==> config.mk <==
export PLATFORM = sky130hd
export DESIGN_NAME = booth_mac_pipe
export DESIGN_NICKNAME = d
export VERILOG_FILES = /design/src/rtl/booth_mac_pipe.sv
export SDC_FILE = /design/constraint.sdc
export NUM_CORES = 2
export LEC_CHECK = 0
export BUFFER_PORTS_ARGS = -buffer_cell sky130_fd_sc_hd__buf_2
export CAP_MARGIN = 20
export CORE_MARGIN = 5
export CORE_UTILIZATION = 50
export DETAILED_ROUTE_END_ITERATION = 6
export PLACE_DENSITY = 0.68
export SETUP_SLACK_MARGIN = 0.5
export SLEW_MARGIN = 15
export SYNTH_ARGS = -nofsm -noshare
export SYNTH_HDL_FRONTEND = slang
export SYNTH_SLANG_ARGS = --single-unit
==> constraint.sdc <==
create_clock -name i_clk -period 7.4 [get_ports i_clk]
set_clock_uncertainty 0.1 [all_clocks]
set_input_delay 1.48 -clock i_clk [delete_from_list [all_inputs] [get_ports i_clk]]
set_output_delay 1.48 -clock i_clk [all_outputs]
set_load 0.01 [all_outputs]
==> src/rtl/booth_mac_pipe.sv <==
// Pipelined multi-lane, multi-precision radix-4 Booth multiply-accumulate unit.
// Beat products are reduced per lane (S1), summed across lanes (S2), and
// accumulated per first..last group (S3) with saturate or wrap on overflow.

package booth_mac_pkg;
    typedef enum logic [2:0] {
        MODE_M8   = 3'd0,
        MODE_M4   = 3'd1,
        MODE_M2   = 3'd2,
        MODE_M1   = 3'd3,
        MODE_XNOR = 3'd4
    } mode_e;

    // iNumT / wNumT: 1 = signed operand, 0 = unsigned operand
    typedef struct packed {
        mode_e mode;
        logic  iNumT;
        logic  wNumT;
    } AuCtl;
endpackage

// One lane: 8-bit activation x 8-bit weight product in the selected precision.
module booth_mac_lane
    import booth_mac_pkg::*;
(
    input  logic [7:0]         a_i,
    input  logic [7:0]         b_i,
    input  AuCtl               ctl_i,
    output logic signed [17:0] prod_o
);
    // 10x10 signed radix-4 Booth multiply; every precision sign/zero-extends into it
    function automatic logic signed [19:0] booth10(input logic signed [9:0] a,
                                                   input logic signed [9:0] b);
        logic [10:0]        bx;
        logic signed [19:0] ma;
        logic signed [19:0] pp;
        logic signed [19:0] acc;
        bx  = {b, 1'b0};
        ma  = {{10{a[9]}}, a};
        acc = '0;
        for (int i = 0; i < 5; i++) begin
            case (bx[2*i +: 3])
                3'b001, 3'b010: pp = ma;
                3'b011:         pp = ma <<< 1;
                3'b100:         pp = -(ma <<< 1);
                3'b101, 3'b110: pp = -ma;
                default:        pp = '0;
            endcase
            acc = acc + (pp <<< (2*i));
        end
        return acc;
    endfunction

    function automatic logic signed [9:0] x8(input logic [7:0] v, input logic sg);
        return {{2{sg & v[7]}}, v};
    endfunction

    function automatic logic signed [9:0] x4(input logic [3:0] v, input logic sg);
        return {{6{sg & v[3]}}, v};
    endfunction

    function automatic logic signed [9:0] x2(input logic [1:0] v, input logic sg);
        return {{8{sg & v[1]}}, v};
    endfunction

    logic signed [19:0] sum;

    // Select the per-mode product; all modes fit in 18 signed bits
    always_comb begin
        sum = '0;
        case (ctl_i.mode)
            MODE_M8:   sum = booth10(x8(a_i, ctl_i.iNumT), x8(b_i, ctl_i.wNumT));
            MODE_M4:   sum = booth10(x4(a_i[7:4], ctl_i.iNumT), x4(b_i[7:4], ctl_i.wNumT))
                           + booth10(x4(a_i[3:0], ctl_i.iNumT), x4(b_i[3:0], ctl_i.wNumT));
            MODE_M2: begin
                for (int k = 0; k < 4; k++)
                    sum = sum + booth10(x2(a_i[2*k +: 2], ctl_i.iNumT),
                                        x2(b_i[2*k +: 2], ctl_i.wNumT));
            end
            MODE_M1:   sum = 20'($countones(a_i & b_i));
            MODE_XNOR: sum = 20'(2 * $countones(~(a_i ^ b_i))) - 20'sd8;
            default:   sum = '0;
        endcase
        prod_o = sum[17:0];
    end
endmodule

module booth_mac_pipe
    import booth_mac_pkg::*;
#(
    parameter int LANES = 4,
    parameter int ACCW  = 24,
    parameter bit SAT   = 1'b1
) (
    input  logic                 i_clk,
    input  logic                 i_rst,
    input  AuCtl                 i_ctl,
    input  logic                 i_valid,
    output logic                 o_ready,
    input  logic                 i_first,
    input  logic                 i_last,
    input  logic [LANES*8-1:0]   i_i,
    input  logic [LANES*8-1:0]   i_w,
    output logic                 o_valid,
    input  logic                 i_ready,
    output logic [ACCW-1:0]      o_acc,
    output logic                 o_ovf
);
    localparam int PW = 18;                          // lane product width
    localparam int SW = PW + $clog2(LANES);          // beat sum width
    localparam int XW = ((ACCW > SW) ? ACCW : SW) + 1; // overflow-safe add width

    typedef enum logic {IDLE, ACC} state_e;

    logic                       en, take, grp_start;
    logic                       rdy_q, in_open_q;
    AuCtl                       ctl_q, ctl_use;
    logic [LANES-1:0][PW-1:0]   lane_p, p1_q;
    logic [2:1]                 vld_pipe_q;
    logic                       f1_q, l1_q, f2_q, l2_q;
    logic signed [SW-1:0]       sum_d, s2_q;
    state_e                     state_q, state_d;
    logic [ACCW-1:0]            acc_q, acc_d, oacc_q, oacc_d, res;
    logic                       ovf_q, ovf_d, oovf_q, oovf_d, ovalid_q, ovalid_d;
    logic                       start, ov, grp_ovf;
    logic signed [XW-1:0]       sum_x;

    // Whole pipeline stalls only while a result waits on downstream
    assign en      = !(ovalid_q && !i_ready);
    assign o_ready = en && rdy_q;
    assign take    = i_valid && o_ready;
    assign o_valid = ovalid_q;
    assign o_acc   = oacc_q;
    assign o_ovf   = oovf_q;

    // Input side mirrors the S3 FSM so ctl can be picked before the products are formed
    assign grp_start = i_first || !in_open_q;
    assign ctl_use   = grp_start ? i_ctl : ctl_q;

    // Track group membership at the input and latch the group's ctl
    always_ff @(posedge i_clk or negedge i_rst) begin
        if (!i_rst) begin
            rdy_q     <= 1'b0;
            in_open_q <= 1'b0;
            ctl_q     <= '0;
        end else begin
            rdy_q <= 1'b1;
            if (take) begin
                in_open_q <= !i_last;
                if (grp_start) ctl_q <= i_ctl;
            end
        end
    end

    for (genvar l = 0; l < LANES; l++) begin : g_lane
        booth_mac_lane u_lane (
            .a_i    (i_i[8*l +: 8]),
            .b_i    (i_w[8*l +: 8]),
            .ctl_i  (ctl_use),
            .prod_o (lane_p[l])
        );
    end

    // Lane reduction: sign-extend and add the S1 products
    always_comb begin
        sum_d = '0;
        for (int l = 0; l < LANES; l++)
            sum_d = sum_d + SW'($signed(p1_q[l]));
    end

    // S1 (lane products) and S2 (beat sum) registers
    always_ff @(posedge i_clk or negedge i_rst) begin
        if (!i_rst) begin
            vld_pipe_q <= '0;
            p1_q       <= '0;
            f1_q       <= 1'b0;
            l1_q       <= 1'b0;
            s2_q       <= '0;
            f2_q       <= 1'b0;
            l2_q       <= 1'b0;
        end else if (en) begin
            vld_pipe_q[1] <= take;
            p1_q          <= lane_p;
            f1_q          <= i_first;
            l1_q          <= i_last;
            vld_pipe_q[2] <= vld_pipe_q[1];
            s2_q          <= sum_d;
            f2_q          <= f1_q;
            l2_q          <= l1_q;
        end
    end

    // Accumulate in a wider word, then clamp or wrap back to ACCW
    always_comb begin
        start   = (state_q == IDLE) || f2_q;
        sum_x   = (start ? {XW{1'b0}} : {{(XW-ACCW){acc_q[ACCW-1]}}, acc_q})
                + {{(XW-SW){s2_q[SW-1]}}, s2_q};
        ov      = !((&sum_x[XW-1:ACCW-1]) || !(|sum_x[XW-1:ACCW-1]));
        res     = sum_x[ACCW-1:0];
        if (ov && SAT)
            res = sum_x[XW-1] ? {1'b1, {(ACCW-1){1'b0}}} : {1'b0, {(ACCW-1){1'b1}}};
        grp_ovf = (start ? 1'b0 : ovf_q) | ov;
    end

    // S3 group FSM: next accumulator, sticky overflow and output load
    always_comb begin
        state_d  = state_q;
        acc_d    = acc_q;
        ovf_d    = ovf_q;
        oacc_d   = oacc_q;
        oovf_d   = oovf_q;
        ovalid_d = ovalid_q;
        if (en) begin
            ovalid_d = 1'b0;
            if (vld_pipe_q[2]) begin
                acc_d   = res;
                ovf_d   = grp_ovf;
                state_d = l2_q ? IDLE : ACC;
                if (l2_q) begin
                    ovalid_d = 1'b1;
                    oacc_d   = res;
                    oovf_d   = grp_ovf;
                end
            end
        end
    end

    // S3 state register
    always_ff @(posedge i_clk or negedge i_rst) begin
        if (!i_rst) begin
            state_q  <= IDLE;
            acc_q    <= '0;
            ovf_q    <= 1'b0;
            oacc_q   <= '0;
            oovf_q   <= 1'b0;
            ovalid_q <= 1'b0;
        end else begin
            state_q  <= state_d;
            acc_q    <= acc_d;
            ovf_q    <= ovf_d;
            oacc_q   <= oacc_d;
            oovf_q   <= oovf_d;
            ovalid_q <= ovalid_d;
        end
    end
endmodule

# Word level (Yosys, flattened, before mapping)
# Cells that the tools add are included.
# word_totals
register_bits	157
out_inout_bits	27
# classes
n_addsub	248
eq_ne	316
n_mux	212
bitwise_logic	47
n_reduce_logical	105
# ops
op	count
$add A18 B18 Y18	132
$pmux W16 S4	28
$pmux W14 S4	28
$pmux W18 S3	28
$pmux W12 S4	12
$mux W18	28
$mux W16	28
$eq A3 B3 Y1 const B	133
$mux W14	28
$pmux W18 S5	4
$neg A3 Y18	16
$neg A4 Y18	16
$eq A3 B2 Y1 const B	90
$reduce_or A2 Y1	89
$pmux W10 S4	4
$mux W12	12
$neg A5 Y18	8
$neg A6 Y18	8
$eq A3 B1 Y1 const B	45
$neg A10 Y18	4
$neg A9 Y18	4
$sub A18 B5 Y18 const B	4
$add A17 B17 Y17	4
$add A1 B1 Y2	32
24 further kinds	143

# Logic depth before layout (Yosys ltp)
# logic_depth
ltp_word	16
depth_mapped	32

# Hierarchy
# From an unflattened synthesis, not the netlist that was laid out.
# hier_totals
cells_unflattened	6895
hier_area_um2	53796.6
# by_module_without_submodules
module	n_inst	cells_per_inst	area_per_inst_um2
booth_mac_lane (g_lane[3].u_lane)	1	1457	11194.5
booth_mac_lane (g_lane[1].u_lane)	1	1470	11180.7
booth_mac_lane (g_lane[0].u_lane)	1	1490	11175.7
booth_mac_lane (g_lane[2].u_lane)	1	1476	11029.3
booth_mac_pipe	1	1002	9216.3

# Worst setup path before layout
# OpenSTA, ideal clock, no wires.
# synth_timing
path_kind	input -> register
from	input i_first
to	register p1_q[17] (netlist bit)
arrival_time_ns	7.818
setup_slack_ns	-0.649
path_stages	28
cell_sequence	nor2b_4 buf_6 mux2_4 buf_2 buf_6 buf_2 clkbuf_1 nand2_1 o21ai_0 a21oi_1 inv_1 fa_1 fa_1 fa_1 inv_1 fa_1 inv_1 ha_1 nor2b_1 o31a_1 o41a_1 o211ai_1 o21ai_1 a21o_1 a21oi_1 xnor2_1 a221oi_1 a31oi_1
# synth_between
elab_chain_cells	15
# synth_rtl
element	line_no	text
start: declaration	100	input logic i_first,
$logic_or A1 B1 Y1 *	137	assign grp_start = i_first || !in_open_q;
$mux W5 *	-	
branches (longest 12 deep; another with $neg A4 Y18)	-	
$pmux W18 S5 *	71	case (ctl_i.mode)
end signal: assignment	183	p1_q <= lane_p;
end: declaration	118	logic [LANES-1:0][PW-1:0] lane_p, p1_q;
# Mark *: on every way between the ends. The select of a mux whose other input is x is not followed.
# A chain may end at the register's enable or synchronous reset.

# Worst setup path in the final report
# Ends and elaborated chain as after synthesis.

==> run metrics <==
setup violators final=0; worst setup margin=0.3532 ns; grt total ovfl=0; Synth Area per Inst=7.887 um2; sequential share of the synthesized area=7.628%; Slowest cell on crit path=fa_1; Hold Vio Cnt, Final=0; hold_sp=f1_q; Skew-Pair Late Insertion Delay=0.45 ns; P&R area growth vs syn=16.02%; WL/cell=22.85 um; Crit Path Class=in -> reg; Startpoint Class=primary input; top area cells in the synthesized netlist=fa_1 (29%), ha_1 (10%), inv_1 (7.9%); Synthesized Nets=7766; Setup WS pre-CTS=-0.1903 ns; Reg-to-Reg Start=ctl_q[1]; Detailed Place HPWL=155800 um; reg2reg path depth=26; gpl congestion=1.030; VDD IR max=0.3590 mV; vias per cell=5.973; share of layout cells above drive strength 1=16.41%; post-synth top area share=28.92%; ys async rst share=100.0%; hold buffer count at cts=0; CP max FO=6; ANT nets after route=0; Final Cell Area=0.05976 mm2; fmax=0.1419 GHz; initial DRC count=6128; Worst Setup SP=i_first; unrepaired setup endpoints after global routing=true; Synth Warn #=0; DRC violations left=6; most used flip-flop cell after synthesis=dfrtp_1; Worst slew margin=30.87%; FF/Latch Area=0.003929 mm2; initial cell density of the core=50.48%; most frequent cells after synthesis=inv_1 (1078), fa_1 (744), nand2_1 (664); clk sinks=157; Tcrit/Tclk final=95.23%; Reg clk slew, reported paths=0.06 ns; Netlist cell types=97; CTS tree=built; die width=330.9 um; area of the multi-input gates=0.04329 mm2; status=complete, but fails checks; Max Buffers Root-to-Sink=2; Post-synth EDFFs=0; Max Cap Viol=0; Clock Tree Root=clkbuf_16; die area=0.1095 mm2; Total GRT Usage=34.52%; Slew @ Worst Pin=1.033 ns; final core utilization=58.56%; pin count of the biggest net entering global routing=101; Final min period=7.047 ns; DRT Pass-1 Iters=7; power per cell area=354.5 mW/mm2; Hold WS=0.3746 ns; final WL=191800 um; Seq cells post-synth=157; Die Ht=330.9 um; placed inst area=0.05780 mm2; DR vias=50131; Critical Path AT=7.26 ns; Core Area=0.1020 mm2; Lkg Pwr=29.76 nW; port bufs=101; worst reg2reg setup slack=0.93 ns; hold path cells=2; Worst setup EP type=flip-flop; initial antenna violation count=3; Req. time, crit path=7.62 ns; H-tree depth=4; vias in the first global route=49962; final slew viol count=0; FP Rows=117; Num CTS Buffers=17; Syn Std Cell Area=0.05150 mm2; first-pass GRT wire length=293500 um; filler cell count in the final layout=9547; setup tns final=0 ns; Worst Hold Class=reg -> reg; Yosys top cell by area=fa_1; I/O pin count=102; failing checks=design-rule violations; cell with the most instances after synthesis=inv_1; nets@finish=8244; CP max stage delay=0.51 ns; Post-Synthesis Cells=6530
## worst paths after layout
path / to
setup / recovery: p1_q[17]
hold reg to reg: f1_q
max in group asynchronous: p1_q[9]
min in group asynchronous: o_acc[20]
setup reg to reg: p1_q[17]
hold / removal: f1_q
## through the flow
stage,std cells,total power [W]
finish,8393,0.02118
global route,8389,0.02305
CTS,8357,0.02028
detailed placement,8302,0.01919
global placement,8302,0.01893
floorplan,6530,0.01305
## flip-flops by register name (all words and copies together), names as in the netlist, 2 cells and up
register and count:
acc_q 24, ctl_q 5, o_acc 24, p1_q 72, s2_q 20, vld_pipe_q 2
## power by group
part	internal [W]	leakage, nW	total [W]	switching (W)
clock	0.000471	0.258	0.000845	0.000374
combinational	0.00803	27.5	0.0188	0.0108
sequential	0.00121	2.00	0.00150	0.000293
total	0.00971	29.8	0.0212	0.0115
## cell type report
type	count	area share, %
Multi-Input combinational cell	4928	72.44
Timing Repair Buffer	798	10.20
Inverter	1106	6.966
Sequential cell	157	6.575
Tap cell	1368	2.864
Clock buffer	19	0.7412
Clock inverter	13	0.1947
Antenna cell	4	0.01675
## timing repair
action                     in CTS  in global routing
pin swaps                      48                 51
setup buffers                  20                 30
resized for setup              35                178
gates cloned                    3                  2
setup endpoints to repair      16                 32
## critical path, delay by kind of cell
kind / cells / cell delay [ns]
buffers and inverters: 7 / 0.69
AO/OA/AOI/OAI: 9 / 1.83
XOR/XNOR: 1 / 0.09
multiplexers: 2 / 0.60
AND/OR/NAND/NOR: 4 / 0.29
adder cells (fa/ha/maj): 6 / 2.28
## cells by family (layout without fill, tap and decap cells)
family | count (synthesis) | in the layout | share of synthesized area (%)
other | 1 | 5 | 0.007281
buffers and inverters | 1447 | 1936 | 10.65
AO/OA/AOI/OAI | 1717 | 1717 | 20.63
XOR/XNOR | 367 | 367 | 6.443
flip-flops | 157 | 157 | 7.628
adder cells (fa/ha/maj) | 1161 | 1161 | 39.05
multiplexers | 89 | 91 | 1.863
AND/OR/NAND/NOR | 1591 | 1591 | 13.74
## metal layers
layer  share of wire [%]  vias up  track usage, %
met5              0.0052        -               0
met4                 4.3        2           11.72
met3                  10      514           6.577
met2                  44     2732           53.09
met1                  42    24294           49.16
li1                    -    22589               -
## placed cells by master (no fill, tap or decap), types with 157 or more instances in the layout
| cell type | n |
|---|---|
| nand2_1 | 657 |
| a21oi_1 | 442 |
| inv_1 | 1053 |
| buf_4 | 662 |
| xnor2_1 | 261 |
| fa_1 | 725 |
| o21ai_0 | 447 |
| nor2_1 | 418 |
| dfrtp_1 | 157 |
| ha_1 | 392 |
No activity file was read; power rests on OpenSTA's default activity.
